File: src/rtl/player_ctrl_if.sv
// Player controller bus: frame strobe, joystick and hit inputs plus the
// ship position/status outputs consumed by the sprite renderer and game logic.
//   master : game/frame side (drives Tick, Joystick_data, Hit)
//   slave  : player_ctrl (drives Player_Row/Col, Lives, Visible, Exploding, Game_Over)
interface player_ctrl_if #(
  parameter int unsigned JOY_W = 4,
  parameter int unsigned ROW_W = 9,
  parameter int unsigned COL_W = 10
);
  logic             Tick;
  logic [JOY_W-1:0] Joystick_data;
  logic             Hit;
  logic [ROW_W-1:0] Player_Row;
  logic [COL_W-1:0] Player_Col;
  logic [2:0]       Lives;
  logic             Visible;
  logic             Exploding;
  logic             Game_Over;

  modport master (
    output Tick, Joystick_data, Hit,
    input  Player_Row, Player_Col, Lives, Visible, Exploding, Game_Over
  );

  modport slave (
    input  Tick, Joystick_data, Hit,
    output Player_Row, Player_Col, Lives, Visible, Exploding, Game_Over
  );
endinterface

File: src/rtl/player_ctrl.sv
// Player-ship controller: per-Tick horizontal motion with clamped bounds and
// hold-to-accelerate, plus the ALIVE/EXPLODE/RESPAWN/OVER life cycle and lives.
// Ports:
//   Clk    : system clock
//   Reset  : asynchronous, active-high reset
//   pl_if  : player_ctrl_if.slave (Tick, Joystick_data, Hit in;
//            Player_Row, Player_Col, Lives, Visible, Exploding, Game_Over out)
module player_ctrl #(
  parameter int unsigned JOY_W         = 4,
  parameter int unsigned JOY_LO        = 4,
  parameter int unsigned JOY_HI        = 6,
  parameter int unsigned ROW_W         = 9,
  parameter int unsigned COL_W         = 10,
  parameter int unsigned ROW_START     = 400,
  parameter int unsigned COL_START     = 310,
  parameter int unsigned COL_MIN       = 5,
  parameter int unsigned COL_MAX       = 600,
  parameter int unsigned STEP          = 5,
  parameter int unsigned STEP_FAST     = 10,
  parameter int unsigned HOLD_TICKS    = 8,
  parameter int unsigned LIVES         = 3,
  parameter int unsigned EXPLODE_TICKS = 30,
  parameter int unsigned RESPAWN_TICKS = 60
) (
  input logic          Clk,
  input logic          Reset,
  player_ctrl_if.slave pl_if
);

  localparam int unsigned CW1     = COL_W + 1;
  localparam int unsigned HOLD_W  = $clog2(HOLD_TICKS + 1);
  localparam int unsigned TMR_MAX = (EXPLODE_TICKS > RESPAWN_TICKS) ? EXPLODE_TICKS : RESPAWN_TICKS;
  // At least 3 bits so the blink phase bit always exists.
  localparam int unsigned TMR_W   = ($clog2(TMR_MAX) < 3) ? 3 : $clog2(TMR_MAX);

  typedef enum logic [1:0] {ST_ALIVE, ST_EXPLODE, ST_RESPAWN, ST_OVER} state_e;
  typedef enum logic [1:0] {DIR_NONE, DIR_LEFT, DIR_RIGHT} dir_e;

  state_e            state_q, state_d;
  dir_e              last_dir_q, last_dir_d;
  logic [ROW_W-1:0]  row_q;
  logic [COL_W-1:0]  col_q, col_d;
  logic [2:0]        lives_q, lives_d;
  logic [TMR_W-1:0]  timer_q, timer_d;
  logic [HOLD_W-1:0] hold_q, hold_d;
  logic              vis_q, vis_d;
  logic              expl_q, expl_d;
  logic              over_q, over_d;

  dir_e              dir_c;
  logic              move_en_c;
  logic [CW1-1:0]    step_c;
  logic [CW1-1:0]    col_ext_c;
  logic [CW1-1:0]    right_c;
  logic [CW1-1:0]    left_room_c;

  // Next-state, motion and registered-output decode.
  always_comb begin
    state_d    = state_q;
    last_dir_d = last_dir_q;
    col_d      = col_q;
    lives_d    = lives_q;
    timer_d    = timer_q;
    hold_d     = hold_q;
    move_en_c  = 1'b0;

    if (pl_if.Joystick_data > JOY_W'(JOY_HI))      dir_c = DIR_RIGHT;
    else if (pl_if.Joystick_data < JOY_W'(JOY_LO)) dir_c = DIR_LEFT;
    else                                           dir_c = DIR_NONE;

    step_c      = (hold_q >= HOLD_W'(HOLD_TICKS)) ? CW1'(STEP_FAST) : CW1'(STEP);
    col_ext_c   = {1'b0, col_q};
    right_c     = col_ext_c + step_c;
    // Distance to the left wall; col never sits below COL_MIN so this cannot wrap.
    left_room_c = col_ext_c - CW1'(COL_MIN);

    case (state_q)
      ST_ALIVE: begin
        // A hit beats a simultaneous Tick: no motion on that cycle.
        if (pl_if.Hit) begin
          state_d    = ST_EXPLODE;
          lives_d    = (lives_q == 3'd0) ? 3'd0 : lives_q - 3'd1;
          timer_d    = '0;
          hold_d     = '0;
          last_dir_d = DIR_NONE;
        end else if (pl_if.Tick) begin
          move_en_c = 1'b1;
        end
      end
      ST_EXPLODE: begin
        if (pl_if.Tick) begin
          if (timer_q == TMR_W'(EXPLODE_TICKS - 1)) begin
            timer_d = '0;
            if (lives_q == 3'd0) begin
              state_d = ST_OVER;
            end else begin
              state_d = ST_RESPAWN;
              col_d   = COL_W'(COL_START);
            end
          end else begin
            timer_d = timer_q + TMR_W'(1);
          end
        end
      end
      ST_RESPAWN: begin
        if (pl_if.Tick) begin
          move_en_c = 1'b1;
          if (timer_q == TMR_W'(RESPAWN_TICKS - 1)) begin
            state_d = ST_ALIVE;
            timer_d = '0;
          end else begin
            timer_d = timer_q + TMR_W'(1);
          end
        end
      end
      default: ;  // ST_OVER: frozen until Reset
    endcase

    if (move_en_c) begin
      if (dir_c == DIR_RIGHT) begin
        col_d = (right_c > CW1'(COL_MAX)) ? COL_W'(COL_MAX) : right_c[COL_W-1:0];
      end else if (dir_c == DIR_LEFT) begin
        col_d = (left_room_c <= step_c) ? COL_W'(COL_MIN) : COL_W'(col_ext_c - step_c);
      end

      if (dir_c == DIR_NONE)         hold_d = '0;
      else if (dir_c == last_dir_q)  hold_d = (hold_q >= HOLD_W'(HOLD_TICKS)) ? hold_q : hold_q + HOLD_W'(1);
      else                           hold_d = HOLD_W'(1);
      last_dir_d = dir_c;
    end

    // Status outputs track the state being entered so they line up with it.
    vis_d  = (state_d == ST_ALIVE) || ((state_d == ST_RESPAWN) && timer_d[2]);
    expl_d = (state_d == ST_EXPLODE);
    over_d = (state_d == ST_OVER);
  end

  // State and output registers.
  always_ff @(posedge Clk or posedge Reset) begin
    if (Reset) begin
      state_q    <= ST_ALIVE;
      last_dir_q <= DIR_NONE;
      row_q      <= ROW_W'(ROW_START);
      col_q      <= COL_W'(COL_START);
      lives_q    <= 3'(LIVES);
      timer_q    <= '0;
      hold_q     <= '0;
      vis_q      <= 1'b1;
      expl_q     <= 1'b0;
      over_q     <= 1'b0;
    end else begin
      state_q    <= state_d;
      last_dir_q <= last_dir_d;
      row_q      <= ROW_W'(ROW_START);
      col_q      <= col_d;
      lives_q    <= lives_d;
      timer_q    <= timer_d;
      hold_q     <= hold_d;
      vis_q      <= vis_d;
      expl_q     <= expl_d;
      over_q     <= over_d;
    end
  end

  assign pl_if.Player_Row = row_q;
  assign pl_if.Player_Col = col_q;
  assign pl_if.Lives      = lives_q;
  assign pl_if.Visible    = vis_q;
  assign pl_if.Exploding  = expl_q;
  assign pl_if.Game_Over  = over_q;

endmodule
File: src/flat_wrapper.sv
// flat-port wrapper written by rule: the top's interface ports become plain ports
module player_ctrl_flat 
#(
  parameter int unsigned JOY_W         = 4,
  parameter int unsigned JOY_LO        = 4,
  parameter int unsigned JOY_HI        = 6,
  parameter int unsigned ROW_W         = 9,
  parameter int unsigned COL_W         = 10,
  parameter int unsigned ROW_START     = 400,
  parameter int unsigned COL_START     = 310,
  parameter int unsigned COL_MIN       = 5,
  parameter int unsigned COL_MAX       = 600,
  parameter int unsigned STEP          = 5,
  parameter int unsigned STEP_FAST     = 10,
  parameter int unsigned HOLD_TICKS    = 8,
  parameter int unsigned LIVES         = 3,
  parameter int unsigned EXPLODE_TICKS = 30,
  parameter int unsigned RESPAWN_TICKS = 60
)
  (Clk, Reset, pl_if_Tick, pl_if_Joystick_data, pl_if_Hit, pl_if_Player_Row, pl_if_Player_Col, pl_if_Lives, pl_if_Visible, pl_if_Exploding, pl_if_Game_Over);
  player_ctrl_if #(.JOY_W(JOY_W), .ROW_W(ROW_W), .COL_W(COL_W)) pl_if_i ();
  input logic Clk;
  input logic Reset;
  input wire logic [$bits(pl_if_i.Tick)-1:0] pl_if_Tick;
  input wire logic [$bits(pl_if_i.Joystick_data)-1:0] pl_if_Joystick_data;
  input wire logic [$bits(pl_if_i.Hit)-1:0] pl_if_Hit;
  output wire logic [$bits(pl_if_i.Player_Row)-1:0] pl_if_Player_Row;
  output wire logic [$bits(pl_if_i.Player_Col)-1:0] pl_if_Player_Col;
  output wire logic [$bits(pl_if_i.Lives)-1:0] pl_if_Lives;
  output wire logic [$bits(pl_if_i.Visible)-1:0] pl_if_Visible;
  output wire logic [$bits(pl_if_i.Exploding)-1:0] pl_if_Exploding;
  output wire logic [$bits(pl_if_i.Game_Over)-1:0] pl_if_Game_Over;
  assign pl_if_i.Tick = pl_if_Tick;
  assign pl_if_i.Joystick_data = pl_if_Joystick_data;
  assign pl_if_i.Hit = pl_if_Hit;
  assign pl_if_Player_Row = pl_if_i.Player_Row;
  assign pl_if_Player_Col = pl_if_i.Player_Col;
  assign pl_if_Lives = pl_if_i.Lives;
  assign pl_if_Visible = pl_if_i.Visible;
  assign pl_if_Exploding = pl_if_i.Exploding;
  assign pl_if_Game_Over = pl_if_i.Game_Over;
  player_ctrl #(.JOY_W(JOY_W), .JOY_LO(JOY_LO), .JOY_HI(JOY_HI), .ROW_W(ROW_W), .COL_W(COL_W), .ROW_START(ROW_START), .COL_START(COL_START), .COL_MIN(COL_MIN), .COL_MAX(COL_MAX), .STEP(STEP), .STEP_FAST(STEP_FAST), .HOLD_TICKS(HOLD_TICKS), .LIVES(LIVES), .EXPLODE_TICKS(EXPLODE_TICKS), .RESPAWN_TICKS(RESPAWN_TICKS)) u_core (.Clk(Clk), .Reset(Reset), .pl_if(pl_if_i));
endmodule
File: config.mk
export PLATFORM = sky130hd
export DESIGN_NAME = player_ctrl_flat
export DESIGN_NICKNAME = d
export VERILOG_FILES = /design/src/rtl/player_ctrl_if.sv /design/src/rtl/player_ctrl.sv /design/src/flat_wrapper.sv
export SDC_FILE = /design/constraint.sdc
export NUM_CORES = 1
export LEC_CHECK = 0
export ABC_AREA = 1
export BUFFER_PORTS_ARGS = -buffer_cell sky130_fd_sc_hd__buf_2
export CAP_MARGIN = 20
export CELL_PAD_IN_SITES_DETAIL_PLACEMENT = 0
export CELL_PAD_IN_SITES_GLOBAL_PLACEMENT = 1
export CORE_MARGIN = 4
export CORE_UTILIZATION = 45
export DETAILED_ROUTE_END_ITERATION = 8
export GPL_TIMING_DRIVEN = 0
export PLACE_DENSITY = 0.85
export SLEW_MARGIN = 20
export SYNTH_ARGS = -nofsm -noshare
export SYNTH_HDL_FRONTEND = slang
export SYNTH_SLANG_ARGS = --single-unit
File: constraint.sdc
create_clock -name Clk -period 3.28 [get_ports Clk]
set_input_delay 0.164 -clock Clk [delete_from_list [all_inputs] [get_ports Clk]]
set_output_delay 0.164 -clock Clk [all_outputs]
set_load 0.005 [all_outputs]
==> metrics.md, run 1 <==
| Metric | Value |
|---|---|
| CORE AREA | `5640 µm²` |
| DR vias | `2505` |
| Crit share post-route | `84.0%` |
| Top cells by area, synth | `dfrtp_1 (21%), nand2_1 (12%), inv_1 (8.6%), ha_1 (8.4%), dfstp_2 (7.9%)` |
| Initial DRT Pass Iterations | `4` |
| Synthesized area per cell | `6.94 µm²` |
| Slew HR | `55.1%` |
| HP Class | `in -> reg` |
| Post-cts resize count | `0` |
| Count of final setup violators | `0` |
| Biggest area consumer among synthesized cells | `dfrtp_1` |
| Family with the most delay on the worst path | `simple AND/OR/NAND/NOR gates` |
| Crit path launch type | `flip-flop` |
| Antenna-violating nets left | `0` |
| Critical path's slowest cell | `dfrtp_1` |
| P per Cell Area | `622 nW/µm²` |
| # DRC | `0` |
| Setup_tns | `0 ns` |
| Worst Path Arrival | `2.93 ns` |
| Pin count of the biggest net entering global routing | `31` |
| CTS Sinks | `30` |
| Leakage | `1.54 nW` |
| RSZ-0062 raised after global routing | `no` |
| Synth Warn # | `0` |
| Number of fill cells | `570` |
| CTS tree | `done` |
| CTS clock-pin slew for the worst setup and hold paths | `0.07 ns` |
| WP buf/inv | `1` |
| Final nets | `449` |
| Gate count of the mapped netlist | `384` |
| CTS root buffer | `clkbuf_8` |
| CP Class | `reg -> reg` |
| DRT iter0 DRCs | `210` |
| Total gr overflow | `0` |
| Non-filler instance count after layout | `494` |
| Diodes inserted | `0` |
| Port bufs | `22` |
| Post-DP HPWL | `5130 µm` |
| Vias in the first global route | `2489` |
| Max stage delay on crit path | `0.51 ns` |
| Most frequent cells in the layout | `nand2_1 (84), inv_1 (60), nor2_1 (30), nand3_1 (30)` |
| Mapped cell area | `2670 µm²` |
| Die height | `85.0 µm` |
| Cts bufs inserted | `5` |
| Seq/Total Area, Yosys | `28.5%` |
| Die ar. | `7220 µm²` |
| Crit path required time | `3.46 ns` |
| Post-synth top area share | `20.6%` |
| Worst setup margin | `0.525 ns` |
| Final wirelength | `6640 µm` |
| Wire length per cell | `13.4 µm` |
| Worst-Margin Slew | `0.672 ns` |
| Slew Viols, Final | `0` |
| # rows | `27` |
| Placed insts | `485` |
| Synth cell types | `41` |
| Worst path cell trace | `inv_1, ha_1, fa_1, nand3_1, nand3_2, nand2_1, nand3_1, o21ai_1, nand2_1, nand2_1, nand2_4, nand3_1, nand2_1, nand2_1, nand2_1` |
| Worst-Skew Late Latency | `0.28 ns` |
| Maximum VDD drop | `307 µV` |
| Top-Level Pins | `33` |
| Htree depth | `2` |
| Max frequency | `363 MHz` |
| Most frequent CP cell | `nand2_1` |
| Hold Violations, Final | `0` |
| Worst-path maximum fanout | `8` |
| Layout cells sized above 1 | `19.0%` |
| Final Skew | `0.00350 ns` |
| GP Congestion | `0.861` |
| Antenna violations before repair | `0` |
| Via density | `5.07` |
| #FFs+latches synth | `30` |
| Area growth syn-to-layout | `12.4%` |
| Status | `complete, no violations` |
| Post-place setup slack | `0.578 ns` |
| First-pass GRT wire length | `11700 µm` |
| Crit end category | `flip-flop` |
| Die width | `85.0 µm` |
| CTS Buffer Depth | `2` |
| Starting Density | `47.3%` |
| Max-cap violations | `0` |
| Commonest non-fill, non-tap cell in the layout | `nand2_1` |
| Min Clock Period, post-route | `2.76 ns` |
| GRT Util Overall | `19.4%` |
[registers in the layout, indices dropped and copies added, names as in the netlist]
name,count
u_core.hold_q,4
u_core.pl_if.Visible,1
u_core.state_q,2
u_core.timer_q,6
u_core.pl_if.Lives,3
u_core.pl_if.Exploding,1
u_core.last_dir_q,2
u_core.pl_if.Game_Over,1
u_core.pl_if.Player_Col,10
[per-stage QoR]
stage	total power [mW]	area, µm²	hold WS [ns]	util (%)
floorplan	1.29	2690	0.249	-
global placement	1.53	2890	0.493	51.3
detailed placement	1.54	2890	0.300	51.3
CTS	1.87	3000	0.210	53.1
global route	2.06	3000	0.230	53.1
finish	1.87	3000	0.212	53.1
[synthesized netlist by cell type]
cell and instances:
a31oi_1 1, nor2_4 2, o21a_1 1, a22oi_1 1
nand2_2 2, clkbuf_1 1, xnor2_1 2, nand3b_2 1
o211ai_1 4, nand3_2 5, o22ai_1 1, o2111ai_1 2
o21ai_1 4, nor2_2 5, dfrtp_1 22, a21oi_2 2
dfstp_2 8, fa_1 2, a22o_1 1, nor2_1 30
buf_4 12, o21ai_0 25, nor3_1 3, buf_2 3
nand2_4 2, o31ai_1 1, inv_2 5, nand3_1 30
nand4_1 11, nor4_1 1, nand3b_1 1, conb_1 2
ha_1 18, xor2_1 6, a21oi_1 17, nor2b_1 1
o311ai_0 1, nand2_1 84, nor3_2 2, inv_1 61
and2_1 1
[path summary, 6_finish.rpt]
path                                             from  depth (start not counted)  slack (ns)                         end
worst max-delay path                 u_core.hold_q[3]                         15        0.52  u_core.pl_if.Player_Col[0]
worst max register to register       u_core.hold_q[3]                         15        0.52  u_core.pl_if.Player_Col[0]
min in group asynchronous                       Reset                          3        0.53            u_core.hold_q[0]
max in group asynchronous                       Reset                          3        2.32           u_core.timer_q[3]
worst min-delay path                       pl_if_Tick                          3        0.21           u_core.timer_q[0]
worst min register to register  u_core.pl_if.Lives[1]                          2        0.51       u_core.pl_if.Lives[1]
[worst register-to-register path, stage by stage (launching register included)]
cell and delay [ns]:
dfrtp_1 0.51, inv_1 0.24, ha_1 0.33, fa_1 0.44, nand3_1 0.16, nand3_2 0.13
nand2_1 0.13, nand3_1 0.08, o21ai_1 0.14, nand2_1 0.08, nand2_1 0.10, nand2_4 0.09
nand3_1 0.08, nand2_1 0.05, nand2_1 0.06, nand2_1 0.05
[logic make-up (layout without fill, tap and decap cells)]
| group | after synthesis | in the layout | share of synthesized area, % |
|---|---|---|---|
| simple gates | 181 | 181 | 32.2 |
| buf+inv | 82 | 113 | 13.4 |
| compound gates | 61 | 61 | 13.0 |
| flops | 30 | 30 | 28.5 |
| fa+ha+maj | 20 | 20 | 9.95 |
| xor+xnor | 8 | 8 | 2.63 |
| other cells | 2 | 9 | 0.282 |
[what timing repair did]
| item | in CTS | in global routing |
|---|---|---|
| endpoints found under the hold margin | 22 | 0 |
| setup buffers | 0 | 0 |
| hold buffers | 1 | 0 |
[where the power goes]
part	internal (mW)	switching [mW]	leakage, nW
clock network	0.169	0.156	0.0472
registers	0.489	0.103	0.363
logic	0.356	0.592	1.13
[routing by layer]
metal  GRT usage [%]  vias up  wire (µm)
li1                -     1293          -
met1            25.8     1154       3100
met2            33.1       51       3170
met3            3.79        7        304
met4            3.17        0         57
met5               0        -          0
[final cells by class]
cell class	count	area [µm²]	share of cell area, %
inverter	66	248	8.26
sequential	30	761	25.4
clock inverter	2	12.5	0.417
multi-input combinational	279	1580	52.5
buffer	16	109	3.63
clock buffer	6	82.6	2.75
tap	72	90.1	3.01
timing repair buffer	23	120	4.01
Power figures use the tool's default switching activity.
==> run 2: changes to the inputs <==
--- a/config.mk
+++ b/config.mk
@@ -11,10 +11,10 @@
 export CELL_PAD_IN_SITES_DETAIL_PLACEMENT = 0
 export CELL_PAD_IN_SITES_GLOBAL_PLACEMENT = 1
 export CORE_MARGIN = 4
-export CORE_UTILIZATION = 45
+export CORE_UTILIZATION = 38
 export DETAILED_ROUTE_END_ITERATION = 8
 export GPL_TIMING_DRIVEN = 0
-export PLACE_DENSITY = 0.85
+export PLACE_DENSITY = 0.77
 export SLEW_MARGIN = 20
 export SYNTH_ARGS = -nofsm -noshare
 export SYNTH_HDL_FRONTEND = slang
==> constraint.sdc (replaced) <==
create_clock -name Clk -period 2.3 [get_ports Clk]
set_input_delay 0.115 -clock Clk [delete_from_list [all_inputs] [get_ports Clk]]
set_output_delay 0.115 -clock Clk [all_outputs]
set_load 0.005 [all_outputs]
==> metrics.md, run 2 (synthesis gave the netlist of run 1 again) <==
| Metric | Value |
|---|---|
| R2r endpoint | `u_core.pl_if.Player_Col[0]` |
| CTS tree | `done` |
| CTS Sinks | `30 (unchanged)` |
| Hold Violations, Final | `0 (unchanged)` |
| Min Clock Period, post-route | `2.19 ns (-0.569 ns)` |
| Total gr overflow | `0 (unchanged)` |
| Commonest non-fill, non-tap cell in the layout | `nand2_1` |
| Max frequency | `457 MHz (+26%)` |
| Worst-path maximum fanout | `7 (-1)` |
| Final nets | `462 (+2.9%)` |
| Largest register FFs | `10 (unchanged)` |
| Final Skew | `0.00811 ns (+0.00461 ns)` |
| Pin count of the biggest net entering global routing | `31 (unchanged)` |
| # DRC | `0 (unchanged)` |
| Htree depth | `2 (unchanged)` |
| Port bufs | `22 (unchanged)` |
| Status | `complete, no violations` |
| First-pass GRT wire length | `11800 µm (+0.71%)` |
| Worst r2r src | `u_core.hold_q[3]` |
| Starting Density | `39.2% (-8.0 points)` |
| Die height | `91.8 µm (+8.0%)` |
| Crit path launch type | `flip-flop` |
| RSZ-0062 raised after global routing | `yes` |
| Worst Path Arrival | `2.36 ns (-0.57 ns)` |
| Die width | `91.8 µm (+8.0%)` |
| Placed Area | `2920 µm² (+1.0%)` |
| Count of final setup violators | `0 (unchanged)` |
| Max-cap violations | `0 (unchanged)` |
| Initial DRT Pass Iterations | `4 (unchanged)` |
| Top-Level Pins | `33 (unchanged)` |
| Die ar. | `8420 µm² (+17%)` |
| Crit share post-route | `95.0% (+11 points)` |
| Leakage | `1.63 nW (+5.7%)` |
| Most frequent cells in the layout | `nand2_1 (76), inv_1 (55), nor2_1 (29)` |
| Via density | `4.76 (-6.2%)` |
| GRT Util Overall | `16.8% (-2.5 points)` |
| P per Cell Area | `908 nW/µm² (+46%)` |
| Crit path required time | `2.47 ns (-0.99 ns)` |
| HP Class | `in -> reg` |
| Worst Hold Launch | `pl_if_Tick` |
| Design area | `3310 µm² (+11%)` |
| Pwr Total | `3.01 mW (+61%)` |
| CTS clock-pin slew for the worst setup and hold paths | `0.07 ns (about the same)` |
| Setup_tns | `0 ns (unchanged)` |
| Slew HR | `56.7% (+1.6 points)` |
| CORE AREA | `6790 µm² (+20%)` |
| CTS root buffer | `clkbuf_8` |
| CTS Buffer Depth | `2 (unchanged)` |
| DR vias | `2527 (+0.88%)` |
| Cts bufs inserted | `5 (unchanged)` |
| CP Class | `reg -> reg` |
| Worst-Margin Slew | `0.648 ns (-0.0241 ns)` |
| Antenna violations before repair | `0 (unchanged)` |
| R2R depth | `14 (-1)` |
| Final core utilization | `48.8% (-4.4 points)` |
| DRT iter0 DRCs | `105 (-50%)` |
| Wire length per cell | `13.1 µm (-2.6%)` |
| # rows | `30 (+11%)` |
| Worst-Skew Late Latency | `0.28 ns (about the same)` |
| Area growth syn-to-layout | `24.3%` |
| Worst Hold Path Cells | `3 (unchanged)` |
| Crit end category | `flip-flop` |
| Worst hold path endpoint | `u_core.timer_q[0]` |
| GP Congestion | `0.857 (-0.55%)` |
| Post-DP HPWL | `5190 µm (+1.1%)` |
| Vias in the first global route | `2488 (-0.040%)` |
| Maximum VDD drop | `372 µV (+21%)` |
| Layout cells sized above 1 | `28.7% (+9.8 points)` |
| Slew Viols, Final | `0 (unchanged)` |
| Setup slack, reg-to-reg | `0.11 ns (-0.41 ns)` |
| Final wirelength | `6950 µm (+4.7%)` |
| Antenna-violating nets left | `0 (unchanged)` |
| Diodes inserted | `0 (unchanged)` |
-- run 2: area by class of cell --
type,count,area (µm²)
Sequential cell,30,764
Buffer,16,109
Multi-Input combinational cell,279,1730
Clock buffer,7,86.3
Clock inverter,1,30.0
Timing Repair Buffer,36,218
Tap cell,96,120
Fill cell,681,3480
Inverter,66,255
-- run 2: report_power, final --
group	leakage [nW]	switching, mW	internal, mW
registers	0.359	0.153	0.700
logic	1.21	0.954	0.635
clock network	0.0585	0.214	0.353
total	1.63	1.32	1.69
-- run 2: worst max path at each step --
stage | startpoint | endpoint | slack [ns] | depth (start not counted)
6_report | u_core.hold_q[3] | u_core.pl_if.Player_Col[0] | 0.11 | 14
2_1_floorplan | u_core.hold_q[3] | u_core.pl_if.Player_Col[0] | 0.04 | 15
3_5_place_dp | u_core.hold_q[3] | u_core.pl_if.Player_Col[0] | -0.41 | 15
3_3_place_gp | u_core.hold_q[3] | u_core.pl_if.Player_Col[0] | -0.43 | 15
5_1_grt | u_core.hold_q[3] | u_core.pl_if.Player_Col[8] | -0.006 | 12
4_1_cts | u_core.pl_if.Player_Col[1] | u_core.pl_if.Player_Col[9] | -0.01 | 15
-- run 2: repair_timing --
action / 4_1_cts / 5_1_grt
hold buffers: 1 / 0
setup buffers: 3 / 10
gates cloned: 0 / 0
resized for setup: 14 / 32
endpoints found under the hold margin: 22 / 0
endpoints found under the setup margin: 10 / 10
pin swaps: 8 / 16
-- run 2: layer usage --
layer  global-route usage [%]  vias up  part of all wire [%]
met1                     22.0     1160                    48
met5                        0        -                     0
met4                     3.59        0                  0.86
met2                     28.8       40                    48
li1                         -     1321                     -
met3                     3.28        6                   3.2
-- run 2: worst max-delay path, cell delays in order, from the launching register on --
cell      delay [ns]
dfrtp_2         0.40
clkinv_4        0.10
ha_4            0.18
fa_2            0.54
nor2_1          0.05
nand2_1         0.11
nand3_2         0.08
o21ai_2         0.14
nand2_1         0.08
nand2_2         0.09
nand2_4         0.09
nand3_2         0.06
nand2_1         0.05
nand2_1         0.06
nand2_1         0.04
-- run 2: stage by stage --
step	cells	hold WS (ns)	worst slack, ns
after floorplan	391	0.200	0.0381
after global placement	509	0.440	-0.428
after detailed placement	509	0.249	-0.409
after CTS	521	0.153	-0.0125
after global routing	531	0.178	-0.00633
final	531	0.167	0.114
